## src/rtl/div_pkg.sv

```systemverilog
// Shared types and constants for the divider issue controller.
package div_pkg;

    typedef enum logic [1:0] {
        IDLE = 2'd0,
        WAIT = 2'd1,
        DONE = 2'd2
    } state_t;

    localparam int unsigned DEF_W = 4;

    // Quotient reported for a zero divisor at the default width.
    localparam logic [DEF_W-1:0] DBZ_Q = '1;

endpackage

```

## src/rtl/div_req_fifo.sv

```systemverilog
// Request FIFO: DEPTH entries of DW bits. Full/empty are derived from a registered count.
module div_req_fifo #(
    parameter int unsigned DW    = 10,
    parameter int unsigned DEPTH = 4
) (
    input  logic                       clk,
    input  logic                       rst_n,
    input  logic                       push,
    input  logic [DW-1:0]              push_data,
    input  logic                       pop,
    output logic [DW-1:0]              pop_data,
    output logic                       full,
    output logic                       empty,
    output logic [$clog2(DEPTH):0]     count
);

    localparam int unsigned AW   = $clog2(DEPTH);
    localparam int unsigned CNTW = AW + 1;

    logic [DW-1:0]   mem [DEPTH];
    logic [AW-1:0]   wr_ptr;
    logic [AW-1:0]   rd_ptr;
    logic            do_push;
    logic            do_pop;

    assign full     = (count == CNTW'(DEPTH));
    assign empty    = (count == '0);
    assign do_push  = push && !full;
    assign do_pop   = pop && !empty;
    assign pop_data = mem[rd_ptr];

    // Pointers and occupancy; pointers wrap naturally since DEPTH is a power of two.
    always_ff @(posedge clk or negedge rst_n) begin
        if (!rst_n) begin
            wr_ptr <= '0;
            rd_ptr <= '0;
            count  <= '0;
        end else begin
            if (do_push) wr_ptr <= wr_ptr + AW'(1);
            if (do_pop)  rd_ptr <= rd_ptr + AW'(1);
            if (do_push && !do_pop)      count <= count + CNTW'(1);
            else if (!do_push && do_pop) count <= count - CNTW'(1);
        end
    end

    // Storage needs no reset; stale entries are unreachable once the pointers clear.
    always_ff @(posedge clk) begin
        if (do_push) mem[wr_ptr] <= push_data;
    end

endmodule

```

## src/rtl/div_issue_ctrl.sv

```systemverilog
// Front-end for a combinational divider core: queues requests, issues them one at a time,
// waits for the core to settle and returns tagged results. Zero divisors bypass the core.
module div_issue_ctrl
    import div_pkg::*;
#(
    parameter int unsigned W        = DEF_W,
    parameter int unsigned DEPTH    = 4,
    parameter int unsigned TAG_W    = 2,
    parameter int unsigned CORE_LAT = 1
) (
    input  logic             clk,
    input  logic             rst_n,
    input  logic             in_valid,
    output logic             in_ready,
    input  logic [W-1:0]     in_x,
    input  logic [W-1:0]     in_y,
    input  logic [TAG_W-1:0] in_tag,
    output logic [W-1:0]     core_x,
    output logic [W-1:0]     core_y,
    input  logic [W-1:0]     core_q,
    input  logic [W:0]       core_r,
    output logic             out_valid,
    input  logic             out_ready,
    output logic [W-1:0]     out_q,
    output logic [W-1:0]     out_r,
    output logic             out_dbz,
    output logic [TAG_W-1:0] out_tag,
    output logic             busy
);

    localparam int unsigned DW = 2 * W + TAG_W;
    localparam int unsigned CW = $clog2(CORE_LAT + 1);

    state_t              state_q, state_d;
    logic [CW-1:0]       cnt_q, cnt_d;
    logic [TAG_W-1:0]    cur_tag;

    logic                fifo_full, fifo_empty, fifo_pop;
    logic [DW-1:0]       fifo_data;
    logic [$clog2(DEPTH):0] fifo_count;
    logic [W-1:0]        f_x, f_y;
    logic [TAG_W-1:0]    f_tag;

    logic                issue, load_core, load_dbz, load_res, clr_valid;

    assign in_ready = !fifo_full;
    assign busy     = (state_q != IDLE) || !fifo_empty;
    assign {f_x, f_y, f_tag} = fifo_data;

    div_req_fifo #(
        .DW    (DW),
        .DEPTH (DEPTH)
    ) u_fifo (
        .clk       (clk),
        .rst_n     (rst_n),
        .push      (in_valid),
        .push_data ({in_x, in_y, in_tag}),
        .pop       (fifo_pop),
        .pop_data  (fifo_data),
        .full      (fifo_full),
        .empty     (fifo_empty),
        .count     (fifo_count)
    );

    // State and settle counter.
    always_ff @(posedge clk or negedge rst_n) begin
        if (!rst_n) begin
            state_q <= IDLE;
            cnt_q   <= '0;
        end else begin
            state_q <= state_d;
            cnt_q   <= cnt_d;
        end
    end

    // Next state and datapath strobes; an accepted result in DONE can issue the next request at once.
    always_comb begin
        state_d   = state_q;
        cnt_d     = cnt_q;
        fifo_pop  = 1'b0;
        load_core = 1'b0;
        load_dbz  = 1'b0;
        load_res  = 1'b0;
        clr_valid = 1'b0;
        issue     = !fifo_empty && ((state_q == IDLE) || (state_q == DONE && out_ready));
        if (issue) begin
            fifo_pop = 1'b1;
            if (f_y != '0) begin
                load_core = 1'b1;
                cnt_d     = CW'(CORE_LAT);
                state_d   = WAIT;
            end else begin
                load_dbz = 1'b1;
                state_d  = DONE;
            end
        end else begin
            case (state_q)
                WAIT: begin
                    cnt_d = cnt_q - CW'(1);
                    if (cnt_q == CW'(1)) begin
                        load_res = 1'b1;
                        state_d  = DONE;
                    end
                end
                DONE: begin
                    if (out_ready) begin
                        clr_valid = 1'b1;
                        state_d   = IDLE;
                    end
                end
                IDLE:    ;
                default: state_d = IDLE;
            endcase
        end
    end

    // Core operand and result registers.
    always_ff @(posedge clk or negedge rst_n) begin
        if (!rst_n) begin
            core_x    <= '0;
            core_y    <= '0;
            cur_tag   <= '0;
            out_valid <= 1'b0;
            out_q     <= '0;
            out_r     <= '0;
            out_dbz   <= 1'b0;
            out_tag   <= '0;
        end else begin
            if (load_core) begin
                core_x    <= f_x;
                core_y    <= f_y;
                cur_tag   <= f_tag;
                out_valid <= 1'b0;
            end
            if (load_dbz) begin
                out_q     <= '1;
                out_r     <= f_x;
                out_dbz   <= 1'b1;
                out_tag   <= f_tag;
                out_valid <= 1'b1;
            end
            if (load_res) begin
                out_q     <= core_q;
                out_r     <= core_r[W-1:0];
                out_dbz   <= 1'b0;
                out_tag   <= cur_tag;
                out_valid <= 1'b1;
            end
            if (clr_valid) out_valid <= 1'b0;
        end
    end

    // A legal remainder never sets its top bit; flag a misbehaving core.
    always_ff @(posedge clk) begin
        if (rst_n && load_res) begin
            assert (!core_r[W]) else $error("core remainder bit W set");
        end
    end

endmodule

```

## config.mk

```make
export PLATFORM = sky130hd
export DESIGN_NAME = div_issue_ctrl
export DESIGN_NICKNAME = d
export VERILOG_FILES = /design/src/rtl/div_pkg.sv /design/src/rtl/div_req_fifo.sv /design/src/rtl/div_issue_ctrl.sv
export SDC_FILE = /design/constraint.sdc
export NUM_CORES = 1
export LEC_CHECK = 0
export BUFFER_PORTS_ARGS = -buffer_cell sky130_fd_sc_hd__buf_2
export CAP_MARGIN = 20
export CORE_ASPECT_RATIO = 1.1
export CORE_MARGIN = 5
export CORE_UTILIZATION = 46
export CTS_CLUSTER_DIAMETER = 200
export CTS_CLUSTER_SIZE = 28
export DETAILED_ROUTE_END_ITERATION = 7
export GPL_TIMING_DRIVEN = 0
export HOLD_SLACK_MARGIN = 0.12
export PLACE_DENSITY_LB_ADDON = 0.15
export REMOVE_ABC_BUFFERS = 1
export SYNTH_ARGS = -nofsm -noshare
export SYNTH_HDL_FRONTEND = slang
export SYNTH_SLANG_ARGS = --single-unit
```

## constraint.sdc

```tcl
create_clock -name clk -period 2.4 [get_ports clk]
set_input_delay 0.6 -clock clk [delete_from_list [all_inputs] [get_ports clk]]
set_output_delay 0.6 -clock clk [all_outputs]
set_load 0.005 [all_outputs]
```

-- Word-level counts from Yosys, hierarchy flattened
Memory sizes are Yosys's and may differ from the RTL's.
Cells that the tools add are included.
- register bits: 32
- RAM bits: 40
- input port bits: 23
- output and inout port bits: 22
- word-level logic and storage cells: 83
- memories: 1
- memories (memory ; depth ; bits a word ; read ports ; clocked after memory_dff ; write ports ; line ; text):
    u_fifo.mem ; 4 ; 10 ; 1 ; 0 ; 1 ; div_req_fifo.sv:20 ; logic [DW-1:0] mem [DEPTH];
- add/sub/neg operators: 5
- equal/unequal tests: 7
- multiplexer cells: 35
- reduce and logical (&&, ||, !) cells: 22
- operator list (cell ; count):
    1-bit 2-to-1 mux ; 22
    4-bit 2-to-1 mux ; 4
    2-bit 2-to-1 mux ; 6
    2-bit nonzero test ; 4
    4-bit nonzero test ; 2
    1-bit logical AND ; 6
    3-bit 2-to-1 mux ; 2
    3-bit != test (second input constant) ; 2
    2-bit case mux with 3 select lines ; 1
    2-bit by 1-bit adder with 2-bit output (second input constant) ; 2
    1-bit zero test ; 4
    3-bit by 1-bit adder with 3-bit output (second input constant) ; 1
    3-bit == test (second input constant) ; 1
    3-bit zero test ; 1
    3-bit AND reduction ; 1
    3-bit by 1-bit subtractor with 3-bit output (second input constant) ; 1
    2-bit by 1-bit == test with 1-bit output (second input constant) ; 1
    2-bit == test (second input constant) ; 1
    2-bit zero test ; 1
    1-bit logical OR ; 2
    2-bit by 1-bit != test with 1-bit output (second input constant) ; 1
    2-bit != test (second input constant) ; 1
    2-bit AND reduction ; 1
    1-bit subtractor (second input constant) ; 1

-- Longest topological paths before layout
- word-level depth: 9
- mapped depth: 10
- mapped depth without buffers: 9

-- Hierarchy
Synthesis repeated with hierarchy kept, for this count alone.
- cell total of the unflattened synthesis: 190
- area, all modules: 3017.9 µm²
- modules (own cells, without submodules) (module ; instances ; cells an instance ; area an instance (µm²) ; sequential area each (µm²)):
    div_req_fifo ; 1 ; 88 ; 1864.3 ; 1376.3
    div_issue_ctrl ; 1 ; 102 ; 1153.6 ; 625.6

-- Least setup slack after synthesis
No wires, ideal clock.
- path type: input -> register
- from: input out_ready
- to: register u_fifo.count[1]
- setup time: 0.125 ns
- arrival time: 2.229 ns
- path slack: 0.046 ns
- stages: 8
- path through: nand2b_1 > and3b_1 > clkbuf_1 > clkinv_1 > ha_1 > inv_1 > fa_1 > mux2_2
- word-level cells in the longest chain between the ends: 8
- elaborated cells between the ends (all ways): 10
- ends and longest elaborated chain (what ; line ; text):
    from (decl) ; div_issue_ctrl.sv:23 ; input logic out_ready,
    1-bit logical AND (*) ; div_issue_ctrl.sv:85 ; issue = !fifo_empty && ((state_q == IDLE) || (state_q == DONE && out_ready));
    1-bit logical OR (*) ; div_issue_ctrl.sv:85 ;
    1-bit logical AND (*) ; div_issue_ctrl.sv:85 ;
    1-bit 2-to-1 mux (*) ; div_issue_ctrl.sv:86 ; if (issue) begin
    1-bit logical AND (*) ; div_req_fifo.sv:29 ; assign do_pop = pop && !empty;
    1-bit zero test ; div_req_fifo.sv:41 ; if (do_push && !do_pop) count <= count + CNTW'(1);
    1-bit logical AND ; div_req_fifo.sv:41 ;
    3-bit 2-to-1 mux or 2-bit nonzero test (tied branches) ; -- ;
    to (signal assigned) ; div_req_fifo.sv:41 ;
    to (signal assigned) ; div_req_fifo.sv:42 ; else if (!do_push && do_pop) count <= count - CNTW'(1);
    to (decl) ; div_req_fifo.sv:14 ; output logic [$clog2(DEPTH):0] count
Every way passes the cells marked *; elsewhere a longest branch is shown, timed or not.
A chain may end at the register's enable or synchronous reset.

-- Worst setup path in the final report
- from: register u_fifo.rd_ptr[0]
- to: register core_x[3]
- word-level cells in the longest chain between the ends: 4
- ends and longest elaborated chain (what ; line ; text):
    from (decl) ; div_req_fifo.sv:22 ; logic [AW-1:0] rd_ptr;
    from (signal assigned) ; div_req_fifo.sv:40 ; if (do_pop) rd_ptr <= rd_ptr + AW'(1);
    memory 4 x 10 bit (*) ; -- ;
    4-bit nonzero test ; div_issue_ctrl.sv:88 ; if (f_y != '0) begin
    1-bit 2-to-1 mux ; div_issue_ctrl.sv:88 ;
    1-bit 2-to-1 mux ; div_issue_ctrl.sv:86 ;
    to (signal assigned) ; div_issue_ctrl.sv:120 ; core_x <= '0;
    to (signal assigned) ; div_issue_ctrl.sv:130 ; core_x <= f_x;
    to (decl) ; div_issue_ctrl.sv:18 ; output logic [W-1:0] core_x,
Marks and branches as above.

==> results.ini <==
[cts]
numCtsBuffers = 9
clock-root-buffer = clkbuf_8
cts_tree = yes
clk_latency_ns = 0.34
htree_levels = 3
cts.clk_slew.worst_paths_ns = 0.08
clk_path_buf_depth = 2
cts_hold_buf = 0
clock_sinks = 72

[timing]
hold_violations = 0
skew_ns = 0.00782
worst_pin_slew_ns = 0.705
fmax_mhz = 434
rsz0062_at_grt = false
drv_slew = 0
max_slew_margin_pct = 53.0
fin_crit_sh_pct = 96.1
setup_viol = 0
setup_tns_ns = 0
fin_crit_ns = 2.31

[critical_path]
reg2reg_from = u_fifo.rd_ptr[0]$_DFFE_PN0P_
cp.arrival_ns = 2.53
cp_top_family = multiplexers
rrSetupSlack_ns = 0.09
cp_slowest_cell = or4_4
rr_endpoint = core_x[3]$_DFFE_PN0P_
cp.required_ns = 2.63
crit_buf_inv = 1
end_kind = flop
crit_path_start_kind = flop
cp_cell_sequence = buf_12 > mux4_2 > or4_4 > nand2_8 > mux2_2
path_max_fanout = 12
cp_slowest_stage_delay_ns = 0.54
worstSetupPathType = flop to flop
rr_worst_depth = 5

[routing]
wire_per_inst_um = 16.6
drtIter0Drc = 71
via_per_inst = 5.17
antenna_left = 0
drcViolationCount = 0
vias = 1681
firstDrtPassIters = 4
wl_um = 5380

[cells_and_area]
nNetsFinal = 269
synthToLayoutAreaGrowth_pct = 17.5
drive_above_1_share_pct = 34.3
final_util_pct = 56.0
fin_cells = 325
diodes = 0

[grt]
grt_overflow = 0
grt_usage_pct = 14.8
grt_start_max_net_pins = 33
grt_pass1_wl_um = 9110
grt_pass1_vias = 1745
grt_antenna_before_repair = 0

[synth]
synthAdderAreaFrac_pct = 2.80
synth_top_family_by_area = multiplexers
syn_area_sq_um = 2950
ys_ff_latch = 72
avgSynthCellArea_sq_um = 15.7
synth_compound_area_share_pct = 6.19
synth_xor_area_share_pct = 1.78
synth_simple_gate_area_share_pct = 7.21
yosysWarnings = 0
synth.mux.area_fraction_pct = 11.8
netlist_instances = 188
yosysSeqAreaShare_pct = 67.8
ys_types = 33

[power]
p_leak_nw = 1.39
peakVddDrop_v = 0.000530
p_total_mw = 4.63
power_density_nw_per_um2 = 1340

[floorplanning]
chipHeight_um = 94.0
start_util_pct = 47.7
die_area_sq_um = 8120
die_w_um = 86.4
core_area_sq_um = 6190
core.rowCount = 30
io_pins = 45

[min_path]
hp-class = input pin to asynchronous set/reset pin

[run]
drv_cap = 0

[status]
status = completed

[placed_design]
hpwlAfterDp_um = 3470
place_congestion = 0.704
portBuffers = 43
dp.cells = 303

report_power, final:
group          switching [mW]  internal (mW)
sequential              0.261           1.76
combinational           0.880          0.897
clock                   0.463          0.372
total                    1.60           3.03
worst register-to-register path, cell delays in order, from the launching register on:
cell and delay [ns]:
dfrtp_4 0.49, buf_12 0.14, mux4_2 0.53, or4_4 0.55, nand2_8 0.15, mux2_2 0.35
cells in the mapped netlist (all sizes together):
cell type   n  area, sq um
xor2        2         17.5
mux4       10          248
and3b       1         8.76
clkbuf      5         18.8
clkinv      1         3.75
o21ai       9         45.0
ha          5         62.6
nor2       19         71.3
fa          1         20.0
a31oi       6         37.5
nor4        1         12.5
and2        2         12.5
nand2       8         37.5
xnor2       4         35.0
edfxtp     40         1200
buf         3         36.3
nor2b       1         6.26
and3        4         25.0
nand2b      3         18.8
or3         2         12.5
mux2        8          101
a21oi      13         65.1
or4         1         7.51
a22o        4         35.0
inv         3         11.3
dfrtp      32          801
per-layer routing:
metal	GRT usage [%]	vias to the layer above	wire [um]
li1	-	808	-
met1	19.6	817	2500
met3	3.95	7	325
met2	22.6	49	2470
met5	0	-	0
met4	7.14	0	93
worst max path at each step:
stage	from	endpoint	slack [ns]	cells after the start
floorplan	u_fifo.rd_ptr[0]$_DFFE_PN0P_	core_x[2]$_DFFE_PN0P_	-0.15	4
global placement	out_ready	u_fifo.count[1]$_DFFE_PN0P_	-0.54	8
detailed placement	out_ready	u_fifo.count[1]$_DFFE_PN0P_	-0.57	8
CTS	u_fifo.rd_ptr[0]$_DFFE_PN0P_	core_x[3]$_DFFE_PN0P_	0.009	5
global route	u_fifo.rd_ptr[1]$_DFFE_PN0P_	core_x[3]$_DFFE_PN0P_	0.01	4
finish	u_fifo.rd_ptr[0]$_DFFE_PN0P_	core_x[3]$_DFFE_PN0P_	0.09	5
area by class of cell:
class	count	area (sq um)
flip-flops and latches	72	2010
clock buffers	9	124
repair buffers	49	273
inverters	4	16.3
multi-input cells	104	901
fillers	508	2730
clock inverters	7	46.3
well taps	80	100
through the flow:
| step | hold WS [ns] | setup WS (ns) | area (sq um) |
|---|---|---|---|
| after floorplan | 0.304 | -0.152 | 2900 |
| after global placement | 0.458 | -0.538 | 3210 |
| after detailed placement | 0.459 | -0.572 | 3210 |
| after CTS | 0.328 | 0.00884 | 3440 |
| after global routing | 0.360 | 0.0142 | 3470 |
| final | 0.305 | 0.0936 | 3470 |
layout by cell type, fill, tap and decap left out, types with 6 or more instances in the layout:
master    count
a21oi_1      13
a31oi_1       6
buf_2        43
clkbuf_8      9
dfrtp_1      30
edfxtp_1     40
nand2_1       7
nor2_1       19
o21ai_0       9
sequential cells by signal, summed over array words and instances (netlist names):
signal / cells
out_tag: 2
cnt_q: 1
out_r: 4
u_fifo.rd_ptr: 2
cur_tag: 2
u_fifo.mem: 40
state_q: 2
core_y: 4
u_fifo.wr_ptr: 2
out_valid: 1
out_dbz: 1
out_q: 4
core_x: 4
u_fifo.count: 3
cells by family after synthesis:
kind of cell | Yosys count
flip-flops | 72
AND/OR/NAND/NOR | 42
AO/OA/AOI/OAI | 32
multiplexers | 18
buffers and inverters | 12
XOR/XNOR | 6
adder cells (fa/ha/maj) | 6
what timing repair did:
item,in CTS,in global routing
endpoints found under the hold margin,0,0
endpoints found under the setup margin,27,7
gates resized for setup,9,1
pin swaps,0,1
buffers inserted,2,4
(Power assumes the default switching activity.)
